==> config.mk <==
export PLATFORM = sky130hd
export DESIGN_NAME = cone_eval_scheduler
export DESIGN_NICKNAME = d
export VERILOG_FILES = /design/src/rtl/cone_eval_scheduler_pkg.sv /design/src/rtl/cone_rr_arb.sv /design/src/rtl/cone_eval_scheduler.sv
export SDC_FILE = /design/constraint.sdc
export NUM_CORES = 1
export LEC_CHECK = 0
export BUFFER_PORTS_ARGS = -buffer_cell sky130_fd_sc_hd__buf_2
export CAP_MARGIN = 10
export CORE_MARGIN = 3
export CORE_UTILIZATION = 40
export DETAILED_ROUTE_END_ITERATION = 8
export PLACE_DENSITY = 0.67
export RECOVER_POWER = 50
export SLEW_MARGIN = 20
export SYNTH_ARGS = -nofsm -noshare
export SYNTH_HDL_FRONTEND = slang
export SYNTH_SLANG_ARGS = --single-unit
==> constraint.sdc <==
create_clock -name clk -period 7.08 [get_ports clk]
set_input_delay 0.354 -clock clk [delete_from_list [all_inputs] [get_ports clk]]
set_output_delay 0.354 -clock clk [all_outputs]
set_load 0.1 [all_outputs]
==> src/rtl/cone_eval_scheduler_pkg.sv <==
// Shared types and sizing helpers for the cone evaluation scheduler.
package cone_eval_scheduler_pkg;

    localparam int unsigned OPERAND_W = 2;

    typedef enum logic [1:0] {
        StIdle,
        StSettle,
        StResp
    } state_e;

    // Width of the settle counter; it must be able to hold SETTLE_CYCLES.
    function automatic int unsigned cnt_width(input int unsigned settle_cycles);
        return $clog2(settle_cycles + 1);
    endfunction

endpackage

==> src/rtl/cone_rr_arb.sv <==
// Round-robin arbiter: the requester at index ptr has top priority, then ptr+1, and so on.
module cone_rr_arb #(
    parameter int unsigned NUM_REQ = 4,
    parameter int unsigned IDX_W   = 2
) (
    input  logic [NUM_REQ-1:0] req,
    input  logic [IDX_W-1:0]   ptr,
    output logic [NUM_REQ-1:0] gnt,
    output logic [IDX_W-1:0]   idx,
    output logic               any
);

    logic [IDX_W-1:0] cand;

    // Walk from the lowest priority up so the highest-priority hit is written last.
    always_comb begin
        gnt  = '0;
        idx  = '0;
        any  = 1'b0;
        cand = '0;
        for (int off = NUM_REQ - 1; off >= 0; off--) begin
            cand = IDX_W'((int'(ptr) + off) % int'(NUM_REQ));
            if (req[cand]) begin
                gnt = NUM_REQ'(1) << cand;
                idx = cand;
                any = 1'b1;
            end
        end
    end

endmodule

==> src/rtl/cone_eval_scheduler.sv <==
// Time-multiplexes one shared NOR cone among NUM_REQ requesters: grant, settle, sample, respond.
module cone_eval_scheduler
    import cone_eval_scheduler_pkg::*;
#(
    parameter int unsigned NUM_REQ       = 4,
    parameter int unsigned SETTLE_CYCLES = 2
) (
    input  logic                           clk,
    input  logic                           rst,
    input  logic [NUM_REQ-1:0]             req_valid,
    input  logic [OPERAND_W*NUM_REQ-1:0]   req_data,
    output logic [NUM_REQ-1:0]             req_ready,
    output logic                           cone_a,
    output logic                           cone_b,
    input  logic                           cone_y,
    output logic [NUM_REQ-1:0]             rsp_valid,
    output logic                           rsp_data,
    output logic                           busy,
    output logic                           err_sticky
);

    localparam int unsigned IDX_W = $clog2(NUM_REQ);
    localparam int unsigned CNT_W = cnt_width(SETTLE_CYCLES);
    localparam logic [CNT_W-1:0] CntLast = CNT_W'(SETTLE_CYCLES - 1);

    if (SETTLE_CYCLES < 1) begin : g_bad_settle
        $error("SETTLE_CYCLES must be at least 1");
    end

    state_e                 state_q, state_d;
    logic [CNT_W-1:0]       cnt_q, cnt_d;
    logic [IDX_W-1:0]       ptr_q, ptr_d;
    logic [IDX_W-1:0]       id_q;
    logic                   a_q, b_q, y_q, err_q;

    logic [NUM_REQ-1:0]     gnt;
    logic [IDX_W-1:0]       gnt_idx;
    logic                   gnt_any;
    logic [OPERAND_W-1:0]   gnt_op;
    logic                   grant_en;
    logic                   sample_en;

    cone_rr_arb #(
        .NUM_REQ (NUM_REQ),
        .IDX_W   (IDX_W)
    ) u_arb (
        .req (req_valid),
        .ptr (ptr_q),
        .gnt (gnt),
        .idx (gnt_idx),
        .any (gnt_any)
    );

    assign gnt_op = req_data[OPERAND_W*gnt_idx +: OPERAND_W];

    always_comb begin
        state_d   = state_q;
        cnt_d     = cnt_q;
        ptr_d     = ptr_q;
        grant_en  = 1'b0;
        sample_en = 1'b0;
        unique case (state_q)
            StIdle: begin
                if (gnt_any) begin
                    grant_en = 1'b1;
                    state_d  = StSettle;
                    cnt_d    = '0;
                    ptr_d    = (gnt_idx == IDX_W'(NUM_REQ - 1)) ? '0 : gnt_idx + 1'b1;
                end
            end
            StSettle: begin
                if (cnt_q == CntLast) begin
                    sample_en = 1'b1;
                    state_d   = StResp;
                end else begin
                    cnt_d = cnt_q + 1'b1;
                end
            end
            StResp: begin
                state_d = StIdle;
            end
            default: begin
                state_d = StIdle;
            end
        endcase
    end

    always_ff @(posedge clk) begin
        if (rst) begin
            state_q <= StIdle;
            cnt_q   <= '0;
            ptr_q   <= '0;
            id_q    <= '0;
            a_q     <= 1'b0;
            b_q     <= 1'b0;
            y_q     <= 1'b0;
            err_q   <= 1'b0;
        end else begin
            state_q <= state_d;
            cnt_q   <= cnt_d;
            ptr_q   <= ptr_d;
            if (grant_en) begin
                id_q <= gnt_idx;
                a_q  <= gnt_op[0];
                b_q  <= gnt_op[1];
            end
            if (sample_en) begin
                y_q <= cone_y;
                if (cone_y != ~(a_q | b_q)) begin
                    err_q <= 1'b1;
                end
            end
        end
    end

    // Outputs are gated by rst so they read zero for the whole reset window, including its first cycle.
    always_comb begin
        req_ready  = '0;
        rsp_valid  = '0;
        rsp_data   = 1'b0;
        cone_a     = 1'b0;
        cone_b     = 1'b0;
        busy       = 1'b0;
        err_sticky = 1'b0;
        if (!rst) begin
            if (state_q == StIdle) begin
                req_ready = gnt;
            end
            if (state_q == StResp) begin
                rsp_valid = NUM_REQ'(1) << id_q;
                rsp_data  = y_q;
            end
            cone_a     = a_q;
            cone_b     = b_q;
            busy       = (state_q != StIdle);
            err_sticky = err_q;
        end
    end

endmodule

Yosys cells after proc, flatten, opt, wreduce, memory -nomap -nowiden. Cells that the tools add are included.

Register bits after elaboration: 12.

Add/subtract/negate cells: 5. Order comparisons: 4. Eq/ne operators: 8. Shifts and indexed selects: 6. Muxes and demuxes: 41. Bitwise logic cells: 2. Reduce and logical (&&, ||, !) cells: 7.

Operators by type and width (count): $mux W4 (8); $shl A1 B2 Y4 const A (5); $mux W1 (18); $mux W2 (9); $lt A2 B3 Y1 const B (4); $bmux W1 S2 (4); $pmux W2 S2 (2); $shiftx A8 B4 Y2 (1); $add A2 B1 Y2 const B (3); $ne A2 B2 Y1 const B (3); $reduce_and A2 Y1 (3); $add A2 B2 Y2 const B (2); $eq A2 B1 Y1 const B (2); $eq A2 B2 Y1 const B (2); $reduce_bool A2 Y1 (2); $reduce_and A3 Y1 (1); $logic_not A2 Y1 (1); $ne A1 B1 Y1 (1); $not A1 Y1 (1); $or A1 B1 Y1 (1).

Longest topological paths before layout.
Depth in word-level cells: 9. Depth in mapped cells: 9. Gate-level depth less buffers: 8.

Cells and area by module. A second synthesis with hierarchy kept.

Cells, all modules: 136. Area total of the unflattened synthesis: 1183.6 um2.

Modules (own cells, without submodules): cone_eval_scheduler (times used 1, cells each 75, area an instance 674.4 um2); cone_rr_arb (times used 1, cells each 61, area an instance 509.2 um2).

Worst setup path after synthesis. No wires, ideal clock.

Path kind: register to output. Start point: reg ptr_q[0]. End point: out req_ready[0]. Arrival: 3464 ps. Data required time: 6726 ps. Setup slack: 3262 ps. Stages on the path, launching flop included: 9. Cell sequence: dfxtp_1 buf_6 inv_1 ha_1 mux4_2 clkbuf_1 a221oi_1 a211o_1 a21oi_1.

Cells in the longest elaborated chain, start to end: 9. Elaborated cells on any way between the ends: 21. Those cells by class: add/sub (3); shift (4); mux (14).

Ends and longest elaborated chain: start, declared (RTL line cone_eval_scheduler.sv:32) `logic [IDX_W-1:0] ptr_q, ptr_d;`; start signal, assigned (RTL line cone_eval_scheduler.sv:101) `ptr_q <= ptr_d;`; $add A2 B2 Y2 (RTL line cone_rr_arb.sv:22) `cand = IDX_W'((int'(ptr) + off) % int'(NUM_REQ));`; $bmux W1 S2 (RTL line cone_rr_arb.sv:23) `if (req[cand]) begin`; $mux W1 (not written as such) (RTL line cone_rr_arb.sv:23); $mux W4 (3 in a row) (RTL line cone_rr_arb.sv:23); $mux W4 (*) (RTL line cone_rr_arb.sv:23); $mux W4 (*) (RTL line cone_eval_scheduler.sv:126) `if (state_q == StIdle) begin`; $mux W4 (*) (RTL line cone_eval_scheduler.sv:125) `if (!rst) begin`; end, declared (RTL line cone_eval_scheduler.sv:12) `output logic [NUM_REQ-1:0] req_ready,`.

Mark *: on every way between the ends. The rest lies on a longest branch, timed or not. The select of a mux whose other input is x is not followed.

Worst setup path after layout.
Start point: reg ptr_q[0]. End point: out req_ready[1].

Same word-level chain as after synthesis.

==> results by group <==
Critical path
  – Slowest Stage Delay on Critical Path: 0.85 ns
  – Crit-path slowest cell: sky130_fd_sc_hd__dfxtp_1
  – Worst setup EP type: output pin
  – Class of the most critical setup path: reg -> out
  – Crit path launch type: flop
  – Bufs and invs on worst path: 2
  – Critical path arrival: 3.42 ns
  – Critical path required time: 6.73 ns
  – Highest net fanout along the worst path: 23
  – Kind of cell adding the most delay to the critical path: flip-flops
  – Chain of cells forming the critical path: inv_1 -> ha_1 -> mux4_2 -> nor2b_4 -> a221oi_1 -> a211o_1 -> a21oi_1 -> buf_2

Placed design
  – Post-Place Worst Slack: 3.59 ns
  – Placer's final routability congestion estimate: 0.810
  – Final HPWL DP: 2.10 mm
  – Count of port buffers added during placement: 27

STA
  – Post-route clock skew: 0.00764 ns
  – Hold violation total from the final report: 0
  – Slew of the pin with the lowest slew margin: 1.17 ns
  – Unrepaired setup endpoints after global routing: false
  – Final-report max-slew violation count: 0
  – Final worst-path cycle share: 53.3%
  – Maximum operating frequency: 265 MHz
  – Post-route setup slack: 3.31 ns
  – Worst hold margin: 0.368 ns
  – Post-Route Setup TNS: 0 ns
  – Max-slew headroom at the worst pin: 22.4%
  – Final setup vio count: 0
  – Min cycle time layout: 3.77 ns

Global routing
  – First-pass GRT wire length: 4.39 mm
  – Initial antenna violation count: 0
  – Overflow left after global routing: 0
  – Vias in the first global route: 1,026
  – Largest net degree at the start of global routing: 24
  – Overall Global Routing Usage: 15.4%

Power and ir drop
  – Power Density: 436 mW/mm^2
  – Internal portion of total power: 0.256 mW
  – Net Sw Power: 0.322 mW
  – Leakage: 0.571 nW
  – Relative contribution of sequential cells to total power: 21.8%
  – Max IR drop VDD: 0.194 mV
  – Proportion of power drawn by combinational gates: 71.2%
  – Switching portion of total power: 55.7%
  – Share of total power in the clock network: 7.0%

Route
  – Starting DRT DRC Count: 33
  – Vias: 1,178
  – Aggregate routed wire length: 2.66 mm
  – Remaining number of nets flagged by the antenna check after routing: 0
  – Post-DR wirelength/cell: 13.2 um
  – Number of vias per cell: 5.83
  – Detailed-route DRC error count: 0
  – Count of TritonRoute iterations in the first routing pass: 4

Synth
  – Synthesized flop and latch total: 12
  – Number of enable-type register cells in the synthesized netlist: 0
  – Sequential area share after synthesis: 20.3%
  – Count of synthesis-stage warnings from yosys: 0
  – Number of distinct library cells after synthesis: 48
  – Mapped Cells: 149
  – Fraction of synthesis flops using an asynchronous set or reset pin: 0%
  – Post-Syn Nets: 173
  – Average footprint of a synthesized cell: 7.96 um^2
  – Most used DFF post-synth: sky130_fd_sc_hd__dfxtp_1
  – Post-synthesis cell area: 0.00119 mm^2

Floorplanning
  – Cell row count: 19
  – Horizontal die dimension: 60.5 um
  – Total core area: 0.00278 mm^2
  – Die Outline Area: 0.00365 mm^2
  – Starting density of the core: 42.6%
  – Vertical extent of the die: 60.5 um
  – Io pins: 28

Cells and area
  – Fraction of layout instances using a drive strength above 1: 17.0%
  – NumNets Final: 197
  – Area growth syn-to-layout: 11.8%
  – Final core utilization: 47.7%
  – Most common library cell in the layout ignoring fill and taps: sky130_fd_sc_hd__buf_2
  – Commonest non-fill, non-tap cells in the layout: sky130_fd_sc_hd__buf_2 (18), sky130_fd_sc_hd__nor2_1 (17), sky130_fd_sc_hd__nand2_1 (14), sky130_fd_sc_hd__dfxtp_1 (12), sky130_fd_sc_hd__inv_1 (11)
  – Number of diodes: 0

Clock tree
  – Number of buffers inserted during clock tree synthesis: 3
  – Clock input transition at the sequential cells of the worst setup and hold paths: 0.07 ns
  – Clock sink count: 12
  – Hold Buf Count CTS: 0
  – Clock latency on the worst-skew pair: 0.27 ns
  – Number of gates resized after cts: 0
  – Max clock buf depth: 2
  – Total number of H-tree levels: 1
  – Buffer count from post-CTS setup fixing: 0
  – TritonCTS clock tree: built
  – Cell chosen for the clock root: sky130_fd_sc_hd__clkbuf_4

Run
  – MaxCap Viol Count: 0

Outcome
  – Outcome: completed

Hold path
  – Class of the most critical hold timing path: in -> reg
[path summary, 6_finish.rpt]
path,from,endpoint,slack [ns],depth (start not counted)
max,ptr_q[0],req_ready[1],3.31,8
max reg2reg,ptr_q[0],a_q,3.53,8
min reg2reg,y_q,y_q,0.52,2
min,cone_y,y_q,0.37,3
[per-layer routing]
| layer | track usage [%] | vias up | share of wire (%) |
|---|---|---|---|
| met5 | 0 | - | 0 |
| met4 | 7.43 | 0 | 0.94 |
| met3 | 0.638 | 2 | 3.1 |
| met2 | 27.6 | 24 | 51 |
| met1 | 18.9 | 561 | 45 |
| li1 | - | 591 | - |
[stage by stage]
stage          area [um^2]  instances  total power [mW]
5_1_grt               1330        202             0.635
3_3_place_gp          1320        199             0.530
4_1_cts               1340        202             0.582
3_5_place_dp          1320        199             0.540
6_report              1330        202             0.578
2_1_floorplan         1190        149             0.480
[cells by family (layout without fill, tap and decap cells)]
logic type / count (synthesis) / after routing / synth area share, %
flip-flops: 12 / 12 / 20.3
AND/OR/NAND/NOR: 54 / 54 / 23.1
AO/OA/AOI/OAI: 43 / 43 / 26.6
XOR/XNOR: 2 / 2 / 1.48
buffers and inverters: 19 / 41 / 7.28
adder cells (fa/ha/maj): 9 / 9 / 9.49
multiplexers: 10 / 10 / 11.8
[Yosys cell counts, types with 2 or more instances]
cell type / instances / area [um^2]
sky130_fd_sc_hd__nor2_1: 17 / 63.8
sky130_fd_sc_hd__nand2_1: 14 / 52.6
sky130_fd_sc_hd__dfxtp_1: 12 / 240
sky130_fd_sc_hd__inv_1: 11 / 41.3
sky130_fd_sc_hd__ha_1: 9 / 113
sky130_fd_sc_hd__a21oi_1: 8 / 40.0
sky130_fd_sc_hd__a221oi_1: 6 / 52.6
sky130_fd_sc_hd__o21ai_0: 6 / 30.0
sky130_fd_sc_hd__mux2i_1: 5 / 50.1
sky130_fd_sc_hd__nor2b_1: 5 / 31.3
sky130_fd_sc_hd__a211o_1: 4 / 35.0
sky130_fd_sc_hd__nor3_1: 4 / 20.0
sky130_fd_sc_hd__clkbuf_1: 3 / 11.3
sky130_fd_sc_hd__mux4_2: 3 / 67.6
sky130_fd_sc_hd__nor3b_1: 3 / 22.5
sky130_fd_sc_hd__a211oi_1: 2 / 15.0
sky130_fd_sc_hd__and2_1: 2 / 12.5
sky130_fd_sc_hd__buf_2: 2 / 10.0
sky130_fd_sc_hd__mux2_2: 2 / 22.5
sky130_fd_sc_hd__o21a_1: 2 / 15.0
sky130_fd_sc_hd__o221ai_1: 2 / 17.5
[power by group through the flow]
stage                     Combinational [mW]  Sequential, mW  Clock (mW)
after floorplan                        0.376           0.104           0
after global placement                 0.404           0.126           0
after detailed placement               0.412           0.128           0
after CTS                              0.413           0.126      0.0422
after global routing                   0.456           0.132      0.0476
final                                  0.412           0.126      0.0405
[worst reg2reg max path, cell delays in order, from the launching register on]
cell                       delay (ns)
sky130_fd_sc_hd__dfxtp_1         0.85
sky130_fd_sc_hd__inv_1           0.36
sky130_fd_sc_hd__ha_1            0.49
sky130_fd_sc_hd__mux4_2          0.48
sky130_fd_sc_hd__nor2b_1         0.30
sky130_fd_sc_hd__nand2_1         0.10
sky130_fd_sc_hd__a31oi_1         0.15
sky130_fd_sc_hd__or4b_1          0.45
sky130_fd_sc_hd__a311oi_1        0.29
[layout make-up]
class / count / area (um^2)
inverters: 11 / 41.3
well taps: 31 / 38.8
flip-flops and latches: 12 / 240
clock buffers: 3 / 22.5
repair buffers: 27 / 124
multi-input cells: 118 / 860
fillers: 310 / 1460
[state kept, by name, summed over array words and instances (netlist names)]
register,count
b_q,1
id_q,2
cnt_q,2
state_q,2
err_q,1
ptr_q,2
a_q,1
y_q,1
Note: power is estimated with default switching activity, not from simulation.
